<file path="src/rtl/gravador_sequencia_pkg.sv">
// Shared definitions for the sequence recorder: state codes seen on db_estado
// and the memory geometry used by the recorder and its RAM.
package gravador_sequencia_pkg;

    localparam int unsigned ADDR_W = 4;
    localparam int unsigned DATA_W = 4;

    // The game's debug display decodes db_estado with these exact codes.
    localparam logic [3:0] EST_INICIAL    = 4'd0;
    localparam logic [3:0] EST_PREPARACAO = 4'd1;
    localparam logic [3:0] EST_ESPERA     = 4'd2;
    localparam logic [3:0] EST_REGISTRA   = 4'd3;
    localparam logic [3:0] EST_GRAVA      = 4'd4;
    localparam logic [3:0] EST_CHECA      = 4'd5;
    localparam logic [3:0] EST_FIM        = 4'd15;

    typedef enum logic [3:0] {
        INICIAL    = EST_INICIAL,
        PREPARACAO = EST_PREPARACAO,
        ESPERA     = EST_ESPERA,
        REGISTRA   = EST_REGISTRA,
        GRAVA      = EST_GRAVA,
        CHECA      = EST_CHECA,
        FIM        = EST_FIM
    } estado_t;

endpackage

</file>
<file path="src/rtl/sync_ram_16x4.sv">
// 16x4 RAM with synchronous write and synchronous (read-before-write) read;
// the writable counterpart of sync_rom_16x4.
module sync_ram_16x4
    import gravador_sequencia_pkg::*;
(
    input  logic              clock,
    input  logic              we,
    input  logic [ADDR_W-1:0] address,
    input  logic [DATA_W-1:0] data_in,
    output logic [DATA_W-1:0] data_out
);

    logic [DATA_W-1:0] mem [2**ADDR_W];

    // NOTE: no reset on the array so it maps onto block RAM; contents survive reset.
    always_ff @(posedge clock) begin
        if (we) begin
            mem[address] <= data_in;
        end
        data_out <= mem[address];
    end

endmodule

</file>
<file path="src/rtl/gravador_sequencia.sv">
// Sequence recorder: waits for each new key press, registers the switches and
// stores them at consecutive RAM addresses until position ULTIMO is written.
module gravador_sequencia
    import gravador_sequencia_pkg::*;
#(
    parameter int unsigned ULTIMO = 15
) (
    input  logic              clock,
    input  logic              reset,
    input  logic              iniciar,
    input  logic [DATA_W-1:0] chaves,
    output logic              pronto,
    output logic [ADDR_W-1:0] db_contagem,
    output logic [DATA_W-1:0] db_chaves,
    output logic [DATA_W-1:0] db_memoria,
    output logic [3:0]        db_estado
);

    localparam logic [ADDR_W-1:0] ULTIMO_ADDR = ADDR_W'(ULTIMO);

    estado_t           estado_q;
    logic              pronto_q;
    logic              prev_q;
    logic [ADDR_W-1:0] contagem_q;
    logic [DATA_W-1:0] chaves_q;
    logic              jogada;
    logic              we;

    // A press is the rising edge of "any key down", so a held key counts once.
    assign jogada = (|chaves) & ~prev_q;

    // Reset wins over a write that would otherwise land on the same edge.
    assign we = (estado_q == GRAVA) && !reset;

    // NOTE: sequential state uses non-blocking assignments so every register
    // samples the values from before the edge.
    always_ff @(posedge clock) begin
        if (reset) begin
            estado_q   <= INICIAL;
            pronto_q   <= 1'b0;
            prev_q     <= 1'b0;
            contagem_q <= '0;
            chaves_q   <= '0;
        end else begin
            prev_q <= |chaves;
            case (estado_q)
                INICIAL: begin
                    if (iniciar) estado_q <= PREPARACAO;
                end
                PREPARACAO: begin
                    contagem_q <= '0;
                    chaves_q   <= '0;
                    estado_q   <= ESPERA;
                end
                ESPERA: begin
                    if (jogada) estado_q <= REGISTRA;
                end
                REGISTRA: begin
                    chaves_q <= chaves;
                    estado_q <= GRAVA;
                end
                GRAVA: begin
                    estado_q <= CHECA;
                end
                CHECA: begin
                    // The counter stops at the last address instead of wrapping.
                    if (contagem_q == ULTIMO_ADDR) begin
                        estado_q <= FIM;
                        pronto_q <= 1'b1;
                    end else begin
                        contagem_q <= contagem_q + 1'b1;
                        estado_q   <= ESPERA;
                    end
                end
                FIM: begin
                    if (iniciar) begin
                        estado_q <= PREPARACAO;
                        pronto_q <= 1'b0;
                    end
                end
                default: begin
                    estado_q <= INICIAL;
                    pronto_q <= 1'b0;
                end
            endcase
        end
    end

    sync_ram_16x4 u_ram (
        .clock    (clock),
        .we       (we),
        .address  (contagem_q),
        .data_in  (chaves_q),
        .data_out (db_memoria)
    );

    assign pronto      = pronto_q;
    assign db_contagem = contagem_q;
    assign db_chaves   = chaves_q;
    assign db_estado   = estado_q;

endmodule

</file>
<file path="config.mk">
export PLATFORM = sky130hd
export DESIGN_NAME = gravador_sequencia
export DESIGN_NICKNAME = d
export VERILOG_FILES = /design/src/rtl/gravador_sequencia_pkg.sv /design/src/rtl/sync_ram_16x4.sv /design/src/rtl/gravador_sequencia.sv
export SDC_FILE = /design/constraint.sdc
export NUM_CORES = 1
export LEC_CHECK = 0
export BUFFER_PORTS_ARGS = -buffer_cell sky130_fd_sc_hd__buf_2
export CORE_ASPECT_RATIO = 0.5
export CORE_UTILIZATION = 40
export CTS_CLUSTER_DIAMETER = 60
export CTS_CLUSTER_SIZE = 25
export DETAILED_ROUTE_END_ITERATION = 8
export HOLD_SLACK_MARGIN = 0.08
export PLACE_DENSITY = 0.64
export SYNTH_ARGS = -nofsm -noshare
export SYNTH_HDL_FRONTEND = slang
export SYNTH_HIERARCHICAL = 1
export SYNTH_SLANG_ARGS = --single-unit
</file>
<file path="constraint.sdc">
create_clock -name clock -period 3.1 [get_ports clock]
set_clock_uncertainty 0.15 [all_clocks]
set_input_delay 0.155 -clock clock [delete_from_list [all_inputs] [get_ports clock]]
set_output_delay 0.155 -clock clock [all_outputs]
set_load 0.005 [all_outputs]
</file>
==> results of run 1 <==
## flip-flops by register name, indices dropped and copies added (netlist names)
name            count
u_ram/mem          64
prev_q              1
db_chaves           4
db_contagem         4
u_ram/data_out      4
db_estado           4
pronto              1
## how the worst max path moves through the flow
stage,cells past startpoint,slack (ns),end
detailed placement,5,0.47,u_ram/mem[0][1]
global placement,5,0.58,u_ram/mem[0][0]
finish,5,0.37,u_ram/mem[0][0]
floorplan,6,0.74,u_ram/mem[0][0]
CTS,5,0.46,u_ram/mem[0][0]
global route,5,0.30,u_ram/mem[0][0]
## cells in the final DEF (no fill, tap or decap), types with 2 or more instances in the layout
cell / n
bufinv_16: 3
buf_2: 23
edfxtp_1: 64
dfxtp_1: 18
nor3_1: 7
nor3b_1: 2
a22oi_1: 3
mux4_2: 10
mux4_1: 6
or3_1: 2
dlygate4sd3_1: 10
nand2_1: 12
inv_1: 3
o211ai_1: 4
nand3_1: 14
or3b_2: 2
nand3b_1: 3
nor2b_1: 4
clkbuf_16: 9
clkinvlp_4: 2
buf_4: 2
nand2b_1: 4
nor2_1: 15
a21oi_1: 12
## per-layer routing
metal / track usage, % / up-vias / wire (um)
met5: 0 / - / 0
met4: 7.99 / 0 / 153
li1: - / 915 / -
met1: 20.9 / 985 / 3050
met2: 24.7 / 71 / 2840
met3: 6.32 / 14 / 411
## per-stage QoR
step                      instances  area (sq um)
final                           367          3990
after global routing            367          3990
after CTS                       367          3990
after detailed placement        341          3550
after global placement          341          3550
after floorplan                 217          3360
## where the power goes
| part | internal [W] | switching, W |
|---|---|---|
| Clock | 0.000789 | 0.000421 |
| Sequential | 0.00119 | 0.0000311 |
| Combinational | 0.0000455 | 0.0000373 |
## final cells by class
class	instances	area (sq um)	area share, %
clock buffer	10	229	5.73
clock inverter	6	114	2.85
inverter	3	11.3	0.282
multi-input combinational	119	987	24.7
sequential	82	2280	57.1
tap	112	140	3.51
timing repair buffer	35	230	5.76
## worst reg2reg max path, stage by stage (launching register included)
cell and delay [ns]:
dfxtp_1 0.46, nor2_1 0.20, nand2_1 0.07, nor3_1 0.49, or3b_2 0.54, nor3_1 0.45
## cells by family (layout without fill, tap and decap cells)
| group | count (synthesis) | count (layout) | share of synthesized area, % |
|---|---|---|---|
| flip-flops | 82 | 82 | 67.9 |
| AO/OA/AOI/OAI | 29 | 29 | 5.80 |
| buffers and inverters | 16 | 54 | 2.79 |
| adder cells (fa/ha/maj) | 1 | 1 | 0.372 |
| multiplexers | 16 | 16 | 11.4 |
| AND/OR/NAND/NOR | 73 | 73 | 11.8 |
## what timing repair did
| action | 4_1_cts | 5_1_grt |
|---|---|---|
| hold endpoints to repair | 11 | 0 |
| buffers inserted | 0 | 0 |
| gates resized for setup | 0 | 0 |
| hold buffers | 10 | 0 |
| setup endpoints to repair | 0 | 0 |
==> flow_metrics.env, run 1 <==
export IMPL_grt_pass1_vias=2020
export IMPL_synth_most_common_cell="edfxtp_1"
export IMPL_fmax_ghz=0.366
export IMPL_syn_area_per_cell_sq_um=15.5
export IMPL_ys_seq_area_share_pct=67.9
export IMPL_yosys_area_top_type="edfxtp_1"
export IMPL_hold_start="pronto"
export IMPL_rr_worst_depth=5
export IMPL_maxSlewHeadroom_pct=51.1
export IMPL_grt_first_pass_wirelength_um=10400
export IMPL_numCtsBuffers=9
export IMPL_ys_warn_count=6
export IMPL_avgViaCountPerCell=5.41
export IMPL_cp_cell_sequence="nor2_1 -> nand2_1 -> nor3_1 -> or3b_2 -> nor3_1"
export IMPL_min_path_cells=2
export IMPL_tightest_slew_ns=0.732
export IMPL_clkSinkCount=82
export IMPL_clock_root_buffer="clkbuf_16"
export IMPL_grt_max_degree=19
export IMPL_synth_top_cells_by_count="64 x edfxtp_1, 18 x dfxtp_1, 15 x nor2_1, 14 x nand3_1"
export IMPL_die_y_um=66.8
export IMPL_cts_tree="built"
export IMPL_synth_edff_count=64
export IMPL_antenna_found_initial=0
export IMPL_hold_ws_ns=0.367
export IMPL_synthDominantCellAreaShare_pct=57.1
export IMPL_dp_hpwl_um=4090
export IMPL_netlist_top_cells_area="edfxtp_1 57%, dfxtp_1 11%, mux4_2 6.7%"
export IMPL_drt_iter0_drc=176
export IMPL_drc=0
export IMPL_synth_nets=225
export IMPL_syn_cell_area_sq_um=3360
export IMPL_dr_total_vias=1985
export IMPL_worst_path_buf_inv=0
export IMPL_area_growth_pct=18.7
export IMPL_layout_nets=258
export IMPL_worstSkewPairLatency_ns=0.34
export IMPL_drt_total_wl_um=6460
export IMPL_setup_viol=0
export IMPL_rows=23
export IMPL_cp_slowest_stage_delay_ns=0.54
export IMPL_setup_reg_to_reg_worst_slack_ns=0.37
export IMPL_finalHoldViolCount=0
export IMPL_synth_flop_cell="edfxtp_1"
export IMPL_required_ns=2.92
export IMPL_fin_util_pct=49.4
export IMPL_critPathKind="register to register"
export IMPL_worst_path_max_fanout=17
export IMPL_yosysUniqueCellTypes=42
export IMPL_synthCells=217
export IMPL_worstPathArrival_ns=2.55
export IMPL_critPathLaunchType="register"
export IMPL_io_buffer_count=23
export IMPL_min_period_ns=2.73
export IMPL_rr_startpoint="db_estado[1]"
export IMPL_ios=24
export IMPL_pre_cts_ws_ns=0.473
export IMPL_ys_ff_latch=82
export IMPL_slowest_stage="or3b_2"
export IMPL_slew_violations=0
export IMPL_period_share_pct=88.1
export IMPL_clk_path_buf_depth=2
export IMPL_grt_use_total_pct=16.4
export IMPL_antenna_cells=0
export IMPL_powerDensity_nw_per_um2=629
export IMPL_chipWidth_um=132
export IMPL_htreeDepth=3
export IMPL_n_fill_cell=664
export IMPL_cp_startpoint="db_estado[1]"
export IMPL_grt_setup_unrepaired="false"
export IMPL_drtAntennaViolNets=0
export IMPL_clkTransAtPathRegs_ns=0.06
export IMPL_tns_ns=0
export IMPL_hold_class="register to register"
export IMPL_drive_gt1_share_pct=22.4
export IMPL_globalplace_congestion=0.751
export IMPL_report_power_total_w=0.00251
export IMPL_status="complete, no violations"
export IMPL_die_area_sq_um=8800
export IMPL_core_area_sq_um=8090
export IMPL_drtPass1Iterations=4
export IMPL_initial_utilization_pct=41.6
export IMPL_critPathTopFamily="simple AND/OR/NAND/NOR gates"
export IMPL_crit_path_end_kind="register"
export IMPL_crit_path_frequent_cell="nor3_1"
export IMPL_wl_per_cell_um=17.6
export IMPL_layout_setup_ws_ns=0.370
export IMPL_leakagePower_nw=1.33
export IMPL_peakVddDrop_mv=0.249
export IMPL_synthArstFlopShare_pct=0
export IMPL_drv_cap=0
export IMPL_rr_endpoint="u_ram/mem[0][0]"
export IMPL_worstHoldEndpoint="pronto"
export IMPL_overflow=0
Note: power is estimated with default switching activity, not from simulation.
==> run 2: changes to the inputs <==
--- a/config.mk
+++ b/config.mk
@@ -5,7 +5,7 @@
 export SDC_FILE = /design/constraint.sdc
 export NUM_CORES = 1
 export LEC_CHECK = 0
-export BUFFER_PORTS_ARGS = -buffer_cell sky130_fd_sc_hd__buf_2
+export BUFFER_PORTS_ARGS = -buffer_cell sky130_fd_sc_hd__buf_4
 export CORE_ASPECT_RATIO = 0.5
 export CORE_UTILIZATION = 40
 export CTS_CLUSTER_DIAMETER = 60
==> flow_metrics.env, run 2 (same netlist as run 1, synthesis figures left out) <==
export IMPL_status="complete, no violations"
export IMPL_p_int_w=0.00185
export IMPL_chipWidth_um=132
export IMPL_slew_violations=0
export IMPL_grt_setup_unrepaired="false"
export IMPL_leakagePower_nw=1.29
export IMPL_drv_cap=0
export IMPL_dr_total_vias=1920
export IMPL_layout_nets=256
export IMPL_ctsResizeCount=0
export IMPL_period_share_pct=87.3
export IMPL_largest_reg_flops=64
export IMPL_antenna_found_initial=0
export IMPL_clkTransAtPathRegs_ns=0.06
export IMPL_drt_iter0_drc=145
export IMPL_drtPass1Iterations=4
export IMPL_layout_commonest_cell="edfxtp_1"
export IMPL_ff_latch_area_sq_um=2280
export IMPL_required_ns=2.91
export IMPL_grt_max_degree=20
export IMPL_sw_frac_of_total_pct=19.6
export IMPL_setup_viol=0
export IMPL_fmax_ghz=0.369
export IMPL_post_cts_buffers=0
export IMPL_pwr_share_clk_pct=43.3
export IMPL_drive_gt1_share_pct=22.1
export IMPL_grt_use_total_pct=16.1
export IMPL_die_y_um=66.8
export IMPL_die_area_sq_um=8800
export IMPL_worstPathArrival_ns=2.52
export IMPL_htreeDepth=3
export IMPL_rows=23
export IMPL_clk_path_buf_depth=2
export IMPL_clock_root_buffer="clkbuf_16"
export IMPL_wl_per_cell_um=17.2
export IMPL_crit_path_end_kind="register"
export IMPL_clkSinkCount=82
export IMPL_peakVddDrop_mv=0.266
export IMPL_report_power_total_w=0.00231
export IMPL_critPathKind="register to register"
export IMPL_n_fill_cell=670
export IMPL_holdBufCountCts=7
export IMPL_hold_class="register to register"
export IMPL_grt_first_pass_wirelength_um=10300
export IMPL_dp_hpwl_um=4100
export IMPL_cts_tree="built"
export IMPL_grt_pass1_vias=1944
export IMPL_ios=24
export IMPL_hold_ws_ns=0.380
export IMPL_overflow=0
export IMPL_globalplace_congestion=0.732
export IMPL_io_buffer_count=23
export IMPL_core_area_sq_um=8090
export IMPL_drtAntennaViolNets=0
export IMPL_powerDensity_nw_per_um2=581
export IMPL_p_sw_w=0.000453
export IMPL_combPwrFrac_pct=3.8
export IMPL_tns_ns=0
export IMPL_initial_utilization_pct=41.6
export IMPL_largest_register="u_ram/mem"
export IMPL_finalHoldViolCount=0
export IMPL_worst_path_max_fanout=17
export IMPL_worstSkewPairLatency_ns=0.32
export IMPL_critPathLaunchType="register"
export IMPL_avgViaCountPerCell=5.26
export IMPL_tightest_slew_ns=0.800
export IMPL_area_growth_pct=18.1
export IMPL_maxSlewHeadroom_pct=46.6
export IMPL_seqPwrFrac_pct=52.9
export IMPL_antenna_cells=0
export IMPL_min_period_ns=2.71
export IMPL_drc=0
export IMPL_numCtsBuffers=9
export IMPL_final_cell_mix="64 x edfxtp_1, 26 x buf_4, 18 x dfxtp_1"
export IMPL_fin_util_pct=49.1
export IMPL_multi_input_area_sq_um=987
export IMPL_drt_total_wl_um=6270
## run 2: cell count changes in the layout (fill, tap and decap cells not counted)
cell,change
clkinv_2,+1
clkinv_1,+2
dlygate4sd3_1,-3
inv_6,-1
buf_4,+24
buf_2,-23
bufinv_16,-2
## run 2: power by group through the flow
stage | Clock [W] | Combinational [W] | Sequential, W
2_1_floorplan | 0 | 0.0000657 | 0.00122
3_3_place_gp | 0 | 0.0000797 | 0.00124
3_5_place_dp | 0 | 0.0000818 | 0.00124
4_1_cts | 0.00102 | 0.0000887 | 0.00122
5_1_grt | 0.00107 | 0.0000981 | 0.00122
6_report | 0.00100 | 0.0000878 | 0.00122
## run 2: critical path, stage by stage (launching register included)
cell and delay, ns:
dfxtp_1 0.47, nor2_1 0.21, nand2_1 0.07, nor3_1 0.45, or3b_2 0.54, nor3_1 0.46
## run 2: cell type report
| class | count | share of cell area (%) |
|---|---|---|
| clock buffers | 10 | 5.76 |
| multi-input cells | 119 | 24.9 |
| clock inverters | 6 | 1.45 |
| repair buffers | 33 | 6.68 |
| flip-flops and latches | 82 | 57.4 |
| well taps | 112 | 3.53 |
| inverters | 3 | 0.283 |
## run 2: routing by layer
metal / vias to the layer above / global-route usage (%) / routed length (um) / part of all wire (%)
li1: 914 / - / - / -
met1: 942 / 19.8 / 2980 / 48
met2: 57 / 26.5 / 2880 / 46
met3: 7 / 6.16 / 331 / 5.3
met4: 0 / 5.52 / 76 / 1.2
met5: - / 0 / 0 / 0
## run 2: worst paths after layout
path	start	to	slack, ns	depth (start not counted)
setup reg to reg	db_estado[1]	u_ram/mem[0][1]	0.39	5
hold reg to reg	pronto	pronto	0.38	2
setup / recovery	db_estado[1]	u_ram/mem[0][1]	0.39	5
hold / removal	pronto	pronto	0.38	2
## run 2: metrics by stage
stage | cell area [sq um] | setup WS [ns] | std cells
after floorplan | 3360 | 0.738 | 217
after global placement | 3620 | 0.594 | 342
after detailed placement | 3620 | 0.468 | 342
after CTS | 3970 | 0.460 | 365
after global routing | 3970 | 0.268 | 365
final | 3970 | 0.392 | 365
